**config.mk**
```make
export PLATFORM = sky130hd
export DESIGN_NAME = axi_rd_arbiter
export DESIGN_NICKNAME = d
export VERILOG_FILES = /design/src/rtl/axi_rd_arb_pkg.sv /design/src/rtl/arb_grant.sv /design/src/rtl/axi_rd_arbiter.sv
export SDC_FILE = /design/constraint.sdc
export NUM_CORES = 1
export LEC_CHECK = 0
export BUFFER_PORTS_ARGS = -buffer_cell sky130_fd_sc_hd__buf_2
export CAP_MARGIN = 20
export CORE_MARGIN = 8
export CORE_UTILIZATION = 43
export DETAILED_ROUTE_END_ITERATION = 8
export PLACE_DENSITY_LB_ADDON = 0.3
export SYNTH_ARGS = -nofsm -noshare
export SYNTH_HDL_FRONTEND = slang
export SYNTH_HIERARCHICAL = 1
export SYNTH_SLANG_ARGS = --single-unit
```
**constraint.sdc**
```tcl
create_clock -name aclk -period 3.91 [get_ports aclk]
set_clock_uncertainty 0.05 [all_clocks]
set_input_delay 0.1955 -clock aclk [delete_from_list [all_inputs] [get_ports aclk]]
set_output_delay 0.1955 -clock aclk [all_outputs]
set_load 0.01 [all_outputs]
```
**src/rtl/axi_rd_arb_pkg.sv**
```systemverilog
// ============================================================================
// axi_rd_arb_pkg : shared constants and types for the AXI read arbiter
// Revision: 1.0
// ============================================================================
`default_nettype none

package axi_rd_arb_pkg;

    localparam int         c_NUM_REQ      = 3;

    localparam logic [1:0] c_REQ_ICACHE   = 2'd0;
    localparam logic [1:0] c_REQ_DCACHE   = 2'd1;
    localparam logic [1:0] c_REQ_UNCACHED = 2'd2;

    localparam logic [2:0] c_RD_TYPE_LINE = 3'b100;
    localparam logic [2:0] c_RD_TYPE_WORD = 3'b010;
    localparam logic [2:0] c_RD_TYPE_HALF = 3'b001;
    localparam logic [2:0] c_RD_TYPE_BYTE = 3'b000;

    localparam logic [2:0] c_ARSIZE_WORD  = 3'b010;
    localparam logic [1:0] c_AR_BURST     = 2'b01;
    localparam logic [1:0] c_AR_LOCK      = 2'b00;
    localparam logic [3:0] c_AR_CACHE     = 4'b0000;
    localparam logic [2:0] c_AR_PROT      = 3'b000;

    typedef enum logic [0:0] {
        ST_IDLE    = 1'b0,
        ST_AR_WAIT = 1'b1
    } arb_state_e;

endpackage

`default_nettype wire

```
**src/rtl/arb_grant.sv**
```systemverilog
// ============================================================================
// arb_grant : one-hot grant by circular search starting at ptr_i
// Revision: 1.0
// ============================================================================
`default_nettype none

module arb_grant
    import axi_rd_arb_pkg::*;
(
    input  logic [2:0] req_i,
    input  logic [1:0] ptr_i,
    output logic [2:0] grant_o
);

    // Fixed priority dcache > uncached > icache is the circular search from
    // dcache, so one search serves both the fixed and the round-robin modes.
    logic [2:0] w_sum;
    logic [1:0] w_idx;
    logic       w_found;

    always_comb begin
        grant_o = '0;
        w_found = 1'b0;
        w_sum   = '0;
        w_idx   = '0;
        for (int k = 0; k < c_NUM_REQ; k++) begin
            w_sum = {1'b0, ptr_i} + 3'(k);
            w_idx = (w_sum >= 3'd3) ? 2'(w_sum - 3'd3) : w_sum[1:0];
            if (!w_found && req_i[w_idx]) begin
                grant_o[w_idx] = 1'b1;
                w_found        = 1'b1;
            end
        end
    end

endmodule

`default_nettype wire

```
**src/rtl/axi_rd_arbiter.sv**
```systemverilog
// ============================================================================
// axi_rd_arbiter : three-requester AXI read-address arbiter with R routing
// Option macro: AXI_RD_ARB_RR_EN selects round-robin instead of fixed priority
// Revision: 1.0
// ============================================================================
`default_nettype none

module axi_rd_arbiter
    import axi_rd_arb_pkg::*;
#(
    parameter int BURST_LEN = 4
) (
    input  logic        aclk,
    input  logic        areset,

    input  logic [2:0]  rd_req,
    input  logic [8:0]  rd_type,
    input  logic [95:0] rd_addr,
    output logic [2:0]  rd_rdy,
    output logic [2:0]  ret_valid,
    output logic        ret_last,
    output logic [31:0] ret_data,

    output logic [3:0]  arid,
    output logic [31:0] araddr,
    output logic [7:0]  arlen,
    output logic [2:0]  arsize,
    output logic        arvalid,
    input  logic        arready,
    output logic [1:0]  arburst,
    output logic [1:0]  arlock,
    output logic [3:0]  arcache,
    output logic [2:0]  arprot,

    input  logic [3:0]  rid,
    input  logic [31:0] rdata,
    input  logic        rlast,
    input  logic        rvalid,
    output logic        rready
);

    arb_state_e  state_q, state_d;
    logic [2:0]  busy_q, busy_d;
    logic [31:0] araddr_q, araddr_d;
    logic [3:0]  arid_q, arid_d;
    logic [7:0]  arlen_q, arlen_d;
    logic [2:0]  arsize_q, arsize_d;

    logic [2:0]  w_avail;
    logic [2:0]  w_grant;
    logic [2:0]  w_rdy;
    logic [2:0]  w_accept;
    logic [2:0]  w_ret_hit;
    logic [2:0]  w_clr;
    logic [1:0]  w_ptr;
    logic [1:0]  w_acc_idx;
    logic [31:0] w_sel_addr;
    logic [2:0]  w_sel_type;

    assign w_avail = rd_req & ~busy_q;

    arb_grant u_grant (
        .req_i   (w_avail),
        .ptr_i   (w_ptr),
        .grant_o (w_grant)
    );

`ifdef AXI_RD_ARB_RR_EN
    logic [1:0] ptr_q, ptr_d;

    always_comb begin
        ptr_d = ptr_q;
        if (|w_accept) begin
            ptr_d = (w_acc_idx == c_REQ_UNCACHED) ? c_REQ_ICACHE : w_acc_idx + 2'd1;
        end
    end

    always_ff @(posedge aclk or posedge areset) begin
        if (areset) begin
            ptr_q <= c_REQ_ICACHE;
        end else begin
            ptr_q <= ptr_d;
        end
    end

    assign w_ptr = ptr_q;
`else
    assign w_ptr = c_REQ_DCACHE;
`endif

    // Internal ready stays free of the reset net so no flop sees areset as data.
    assign w_rdy    = (state_q == ST_IDLE) ? (w_grant & ~busy_q) : 3'b000;
    assign w_accept = rd_req & w_rdy;

    always_comb begin
        w_acc_idx = c_REQ_ICACHE;
        if (w_accept[1]) begin
            w_acc_idx = c_REQ_DCACHE;
        end else if (w_accept[2]) begin
            w_acc_idx = c_REQ_UNCACHED;
        end
    end

    always_comb begin
        w_sel_addr = rd_addr[31:0];
        w_sel_type = rd_type[2:0];
        case (w_acc_idx)
            c_REQ_DCACHE: begin
                w_sel_addr = rd_addr[63:32];
                w_sel_type = rd_type[5:3];
            end
            c_REQ_UNCACHED: begin
                w_sel_addr = rd_addr[95:64];
                w_sel_type = rd_type[8:6];
            end
            default: ;
        endcase
    end

    for (genvar i = 0; i < c_NUM_REQ; i++) begin : g_ret
        assign w_ret_hit[i] = rvalid && (rid == 4'(i));
    end

    assign w_clr = rlast ? w_ret_hit : 3'b000;

    always_comb begin
        state_d  = state_q;
        araddr_d = araddr_q;
        arid_d   = arid_q;
        arlen_d  = arlen_q;
        arsize_d = arsize_q;
        busy_d   = (busy_q & ~w_clr) | w_accept;
        case (state_q)
            ST_IDLE: begin
                if (|w_accept) begin
                    state_d  = ST_AR_WAIT;
                    araddr_d = w_sel_addr;
                    arid_d   = {2'b00, w_acc_idx};
                    if (w_sel_type == c_RD_TYPE_LINE) begin
                        arlen_d  = 8'(BURST_LEN - 1);
                        arsize_d = c_ARSIZE_WORD;
                    end else begin
                        arlen_d  = 8'd0;
                        arsize_d = {1'b0, w_sel_type[1:0]};
                    end
                end
            end
            ST_AR_WAIT: begin
                if (arready) begin
                    state_d = ST_IDLE;
                end
            end
            default: state_d = ST_IDLE;
        endcase
    end

    always_ff @(posedge aclk or posedge areset) begin
        if (areset) begin
            state_q  <= ST_IDLE;
            busy_q   <= '0;
            araddr_q <= '0;
            arid_q   <= '0;
            arlen_q  <= '0;
            arsize_q <= '0;
        end else begin
            state_q  <= state_d;
            busy_q   <= busy_d;
            araddr_q <= araddr_d;
            arid_q   <= arid_d;
            arlen_q  <= arlen_d;
            arsize_q <= arsize_d;
        end
    end

    assign rd_rdy    = areset ? 3'b000 : w_rdy;
    assign rready    = ~areset;
    assign ret_valid = areset ? 3'b000 : w_ret_hit;
    assign ret_last  = rlast;
    assign ret_data  = rdata;

    assign arvalid = (state_q == ST_AR_WAIT);
    assign araddr  = araddr_q;
    assign arid    = arid_q;
    assign arlen   = arlen_q;
    assign arsize  = arsize_q;
    assign arburst = c_AR_BURST;
    assign arlock  = c_AR_LOCK;
    assign arcache = c_AR_CACHE;
    assign arprot  = c_AR_PROT;

endmodule

`default_nettype wire

```
# [Word level (Yosys, flattened, before mapping)]
# Index checks and enable logic that the tools add are counted.
[op_classes] bitwise=9 muxes=18 n_eq_ne=5 reduce_logical=10
[op_table] operator="one-hot mux 32 bit (2 select lines)" count=1
[op_table] operator="two-way mux 3 bit" count=5
[op_table] operator="bitwise AND 3 bit" count=4
[op_table] operator="two-way mux 2 bit" count=5
[op_table] operator="NOT 3 bit" count=2
[op_table] operator="one-hot mux 3 bit (2 select lines)" count=1
[op_table] operator="logical AND 1 bit" count=5
[op_table] operator="two-way mux 1 bit" count=5
[op_table] operator="== test 4 x 1 -> 1 bit, second input constant" count=1
[op_table] operator="== test 4 x 2 -> 1 bit, second input constant" count=1
[op_table] operator="logical NOT 4 bit" count=1
[op_table] operator="== test 3 bit, second input constant" count=1
[op_table] operator="OR 3 bit" count=1
[op_table] operator="OR reduction 3 bit" count=1
[op_table] operator="== test 2 x 1 -> 1 bit, second input constant" count=1
[op_table] operator="== test 2 bit, second input constant" count=1
[op_table] operator="logical NOT 1 bit" count=2
[op_table] operator="NOT 1 bit" count=2
[op_table] operator="one-hot mux 1 bit (2 select lines)" count=1
[op_table] operator="AND reduction 2 bit" count=1
[totals] regBits=49 input_bits=149 wordCells=48 output_inout_bits=99

# [Depth between registers and ports, before layout]
[logic_depth] ltp_word=18 depth_mapped=14 ltp_nobuf=10

# [Cells and area by module]
# The synthesis kept the hierarchy.
[modules_own_cells] module="axi_rd_arbiter" cells_each=343 area_each_um2=2821.5 instances=1 seq_area_each_um2=1026.0
[modules_own_cells] module="arb_grant" cells_each=36 area_each_um2=272.8 instances=1 seq_area_each_um2=0.0

# [Worst setup path after synthesis]
# OpenSTA, ideal clock, no wires.
[synth_path] path_kind="register to register" startpoint="reg busy_q[0]" endpoint="reg araddr_q[0] (netlist: araddr[0])" setup_ns=0.118 path_buffers=2 stages_incl_launch_ff=12 period_less_slack_ns=2.238 setup_slack_ns=1.672 arrival_time_ns=2.070 t_required_ns=3.742 cell_sequence="dfrtp_1 -> nor2b_1 -> mux2i_1 -> o21ai_0 -> o211ai_1 -> o211ai_1 -> and4bb_2 -> buf_4 -> buf_6 -> mux2i_1 -> a211oi_1 -> a21o_1"
[synth_via] elab_chain_cells=9
[synth_lines] item="from (decl)" line="axi_rd_arbiter.sv:43" rtl="logic [2:0] busy_q, busy_d;"
[synth_lines] item="from (signal assigned)" line="axi_rd_arbiter.sv:167" rtl="busy_q <= busy_d;"
[synth_lines] item="NOT 3 bit" line="axi_rd_arbiter.sv:60" rtl="assign w_avail = rd_req & ~busy_q;"
[synth_lines] item="bitwise AND 3 bit" line="axi_rd_arbiter.sv:60"
[synth_lines] item="named net w_avail[0]" line="axi_rd_arbiter.sv:49" rtl="logic [2:0] w_avail;"
[synth_lines] item="logical AND 1 bit" line="arb_grant.sv:29" rtl="if (!w_found && req_i[w_idx]) begin"
[synth_lines] item="two-way mux 1 bit" line="arb_grant.sv:29"
[synth_lines] item="named net w_grant[0]" line="axi_rd_arbiter.sv:50" rtl="logic [2:0] w_grant;"
[synth_lines] item="bitwise AND 3 bit" line="axi_rd_arbiter.sv:92" rtl="assign w_rdy = (state_q == ST_IDLE) ? (w_grant & ~busy_q) : 3'b000;"
[synth_lines] item="two-way mux 3 bit" line="axi_rd_arbiter.sv:92"
[synth_lines] item="bitwise AND 3 bit" line="axi_rd_arbiter.sv:93" rtl="assign w_accept = rd_req & w_rdy;"
[synth_lines] item="OR reduction 3 bit" line="axi_rd_arbiter.sv:135" rtl="if (|w_accept) begin"
[synth_lines] item="AND reduction 2 bit (no source line)"
[synth_lines] item="to (signal assigned)" line="axi_rd_arbiter.sv:168" rtl="araddr_q <= araddr_d;"
[synth_lines] item="to (decl)" line="axi_rd_arbiter.sv:44" rtl="logic [31:0] araddr_q, araddr_d;"
# The timed path passes the listed nets, and every way through them passes these cells.
# A chain may end at the register's enable or synchronous reset.

# [Worst setup path after layout]
[layout_path] startpoint="reg busy_q[2]" endpoint="reg araddr_q[5] (netlist: araddr[5])"
[layout_via] word_cells_on_any_way=18 classes_between="eq/ne (2); mux (7); bitwise (4); reduce/logical (5)"
[layout_lines] item="NOT 3 bit (*)" line="axi_rd_arbiter.sv:60"
[layout_lines] item="bitwise AND 3 bit (*)" line="axi_rd_arbiter.sv:60"
[layout_lines] item="named net w_avail[2]" line="axi_rd_arbiter.sv:49"
[layout_lines] item="logical AND 1 bit (*)" line="arb_grant.sv:29"
[layout_lines] item="two-way mux 3 bit (*)" line="arb_grant.sv:29"
[layout_lines] item="named net w_grant[2]" line="axi_rd_arbiter.sv:50"
[layout_lines] item="bitwise AND 3 bit (*)" line="axi_rd_arbiter.sv:92"
[layout_lines] item="two-way mux 3 bit (*)" line="axi_rd_arbiter.sv:92"
[layout_lines] item="bitwise AND 3 bit (*)" line="axi_rd_arbiter.sv:93"
[layout_lines] item="two-way mux 2 bit" line="axi_rd_arbiter.sv:99" rtl="end else if (w_accept[2]) begin"
[layout_lines] item="two-way mux 2 bit" line="axi_rd_arbiter.sv:97" rtl="if (w_accept[1]) begin"
[layout_lines] item="== test 2 bit or == test 2 x 1 -> 1 bit (tied branches)" line="axi_rd_arbiter.sv:107" rtl="case (w_acc_idx)"
[layout_lines] item="one-hot mux 32 bit (2 select lines)" line="axi_rd_arbiter.sv:107"
# The timed path passes the listed nets; every way through them passes the cells marked *.

==> results by group <==
Status
  – Status: completed

Clocking
  – Clock-pin transition on the worst setup and hold timing paths: 0.08 ns
  – Post-cts sizing count: 0
  – Clock sinks: just over 40
  – Clock buffer count from CTS: 5
  – Max H-tree Level: 2
  – Maximum clock insertion buffer count: 2
  – Insertion delay of the later-clocked pin in the worst-skew pair: 0.29 ns
  – CTS root buf: clkbuf_8
  – Post-CTS Repair Setup Buffers: 0
  – CTS tree: done

Power
  – Power Density: 532.7 nW/um^2
  – Cell leakage power: 2.007 nW
  – VDD IR-drop max: 269.4 uV

Setup path
  – Startpoint type of the worst setup path: flip-flop
  – Critical path buffers and inverters: 1
  – Worst flop-to-flop path startpoint: busy_q[2]
  – Worst Path Max Fanout: 22
  – Cell repeated most along the worst path: o211ai_1
  – Worst EP arrival: 3.11 ns
  – Biggest cell delay along the critical path: 0.61 ns
  – CP cell instances: nor2b_1 -> nand2b_1 -> o21ai_1 -> o211ai_1 -> o211ai_1 -> nand4bb_2 -> buf_4 -> nor2_1 -> a211oi_1 -> a21o_1
  – Dominant delay contributor by cell family on the critical path: simple AND/OR/NAND/NOR gates
  – Slowest stage cell on the critical path: nand4bb_2
  – FF-to-FF setup slack: 0.94 ns
  – Data required time at the worst endpoint: 4.05 ns
  – Class of the most critical setup path: flip-flop to flip-flop
  – Number of cells on the worst reg-to-reg path: 10
  – Reg-to-reg endpoint: araddr[5]
  – Crit end category: flip-flop

Hold path
  – Worst hold-check path type: primary input to flip-flop
  – WHS Endpoint: arvalid
  – Hold_sp: arready
  – Worst Hold Depth: 2

Logic synthesis
  – Number of standard cells after synthesis: 379
  – Async S/R FF share, synth: 100.0%
  – Top cell types by occurrence after synthesis: 75 x nand2_1, 58 x buf_4, 41 x dfrtp_1, 36 x nor2_1, 23 x a31o_2
  – Post-synthesis mux area share: under 10%
  – Synth warn: 6
  – Largest cells by area after synthesis: dfrtp_1 33%, buf_4 14%, nand2_1 9.1%, a31o_2 6.5%, mux2i_1 5.2%
  – Avg Inst Size Synth: 8.164 sq um
  – Post-synthesis sequential element count: 41
  – Number of enable flip-flop cells after synthesis: 0
  – Adder-cell share of the synthesized area: about 1.6%
  – Portion of synthesized cell area occupied by the leading cell type: approximately a third
  – Post-synthesis xor/xnor area fraction: 0%
  – Largest family of logic cells by synthesized area: simple AND/OR/NAND/NOR gates
  – Synth Cell Area: 3094 sq um
  – Library cells used by synthesis: 38
  – Most common flop cell mapped by yosys: dfrtp_1
  – Area leader, netlist: dfrtp_1
  – Post-synthesis sequential area ratio: 33.16%
  – Most common cell in the netlist: nand2_1
  – Simple logic cell fraction of the synthesized area: about a fifth
  – Fraction of the mapped netlist area in compound gates: 19.73%

Layout
  – Post-layout net count: 653
  – Share of cells above drive strength 1: 41.92%
  – Area taken by flip-flops and latches: between 1000 and 1500 sq um
  – Total area of multi-input combinational cells: 1619 sq um
  – Final Non-Filler Cells: 600
  – Area growth from synthesis to layout: 21.92%
  – Fillers: 728
  – Inserted Diodes: 0

Floorplan
  – Chip Height: 100.8 um
  – Std-Cell Core Area: 7098 sq um
  – Width of the die: between 100 and 150 um
  – Num ports: 248
  – Number of placement rows: 31
  – Total Die Area: 10,170 sq um
  – Effective utilization at floorplan: 43.59%

Global routing
  – Antenna violations before repair: 0
  – Gr ovfl total: 0
  – Tot GR Track Use: approximately 17%
  – Global-route wire length before repair: 14,410 um
  – Largest net degree at the start of global routing: 52
  – Number of global-route vias before repair: ~3,000

STA
  – Setup total negative slack: 0 ns
  – Final clock period utilization by the worst path: 75.99%
  – Transition at the pin with the smallest max-transition slack: 0.6905 ns
  – Final setup violation count: 0
  – Worst hold slack: around 0.030 ns
  – Setup repair after global routing missed its margin: no
  – Final-report hold violation count: 0
  – Max-slew violation total from the final report: 0
  – Time the worst path needs with I/O delays and setup: 2.971 ns
  – Maximum clock frequency: 0.3366 GHz
  – Worst rel slew slack: 53.94%

Route
  – Detailed Routing Iterations Pass 1: 4
  – Routed wire length: a little over 9000 um
  – Detailed-routing wirelength on met1: 3402 um
  – DRC violations left: 0
  – Number of vias after detailed routing: between 3,000 and 4,000
  – Top sig layer: met4
  – Drt initial violations: 60
  – Met2 wire length: ~4800 um
  – Post-DR vias/cell: 5.005
  – Post-detailed-route wirelength per cell: 15.40 um
  – Residual antenna-violating net count after detailed routing: 0
  – Routed length on met3: 892 um

Run
  – Max-cap viol count: 0

Placement
  – Final HPWL DP: between 7000 and 8000 um
  – Port-buffer cells: 163
  – Number of cells in the design after placement: 590
  – Gpl congestion: 0.8173
-- cells in the final DEF, fill, tap and decap left out, drive strengths merged, types with 3 or more instances in the layout --
| cell | Yosys | layout |
|---|---|---|
| inv | 7 | 7 |
| conb | 2 | 26 |
| o211ai | 5 | 5 |
| nor2b | 4 | 4 |
| dfrtp | 41 | 41 |
| a31o | 23 | 23 |
| nand2b | 3 | 3 |
| a21o | 11 | 11 |
| mux2i | 16 | 16 |
| a211oi | 10 | 10 |
| o21ai | 29 | 29 |
| nor4bb | 3 | 3 |
| nor4b | 4 | 4 |
| a21oi | 4 | 4 |
| nand3b | 4 | 4 |
| clkbuf | 7 | 5 |
| nand2 | 75 | 75 |
| buf | 74 | 170 |
| ha | 4 | 4 |
| nor2 | 36 | 36 |
-- report_power, final --
group / switching (mW) / leakage, nW / total, mW / internal, mW
registers: 0.130 / 0.502 / 0.759 / 0.629
logic: 0.516 / 1.46 / 0.972 / 0.456
clock network: 0.155 / 0.0439 / 0.278 / 0.123
total: 0.801 / 2.01 / 2.01 / 1.21
-- how the worst max path moves through the flow --
stage | from | to | slack [ns] | cells past startpoint
4_1_cts | busy_q[2] | araddr[5] | 0.94 | 10
5_1_grt | busy_q[2] | araddr[5] | 0.70 | 10
3_5_place_dp | busy_q[2] | araddr[5] | 0.96 | 10
6_report | busy_q[2] | araddr[5] | 0.94 | 10
3_3_place_gp | busy_q[2] | araddr[18] | 1.08 | 10
2_1_floorplan | busy_q[0] | araddr[0] | 1.67 | 11
-- state kept, by name, summed over array words and instances, names as in the netlist --
signal   count
arsize       2
arvalid      1
arid         2
arlen        1
busy_q       3
araddr      32
-- per-stage QoR --
step                      setup slack (ns)  power, mW  util [%]  area, sq um
after CTS                           0.9418      2.032     52.72         3742
after detailed placement            0.9625      1.747     51.51         3656
after global routing                0.6982      2.190     53.15         3772
after global placement               1.084      1.718     51.51         3656
final                               0.9388      2.009     53.15         3772
after floorplan                      1.672      1.410         -         3184
-- logic make-up after synthesis --
logic type / Yosys count
AND/OR/NAND/NOR: 140
AO/OA/AOI/OAI: 88
buffers and inverters: 88
flip-flops: 41
adder cells (fa/ha/maj): 4
other: 2
multiplexers: 16
-- cell type report --
class                           count  area share, %
Sequential cell                    41          27.20
Clock inverter                      3         0.4643
Inverter                            7         0.6965
Multi-Input combinational cell    274          42.92
Tap cell                           99          3.284
Clock buffer                        5          1.824
Timing Repair Buffer              171          23.62
-- layer usage --
layer	vias up	track usage (%)
met5	-	0
met3	14	6.146
met2	149	31.48
li1	1455	-
met1	1385	18.74
met4	0	4.302
-- timing repair --
action,4_1_cts,5_1_grt
hold buffers,0,1
setup endpoints to repair,0,0
endpoints found under the hold margin,0,1
No activity file was read; power rests on OpenSTA's default activity.
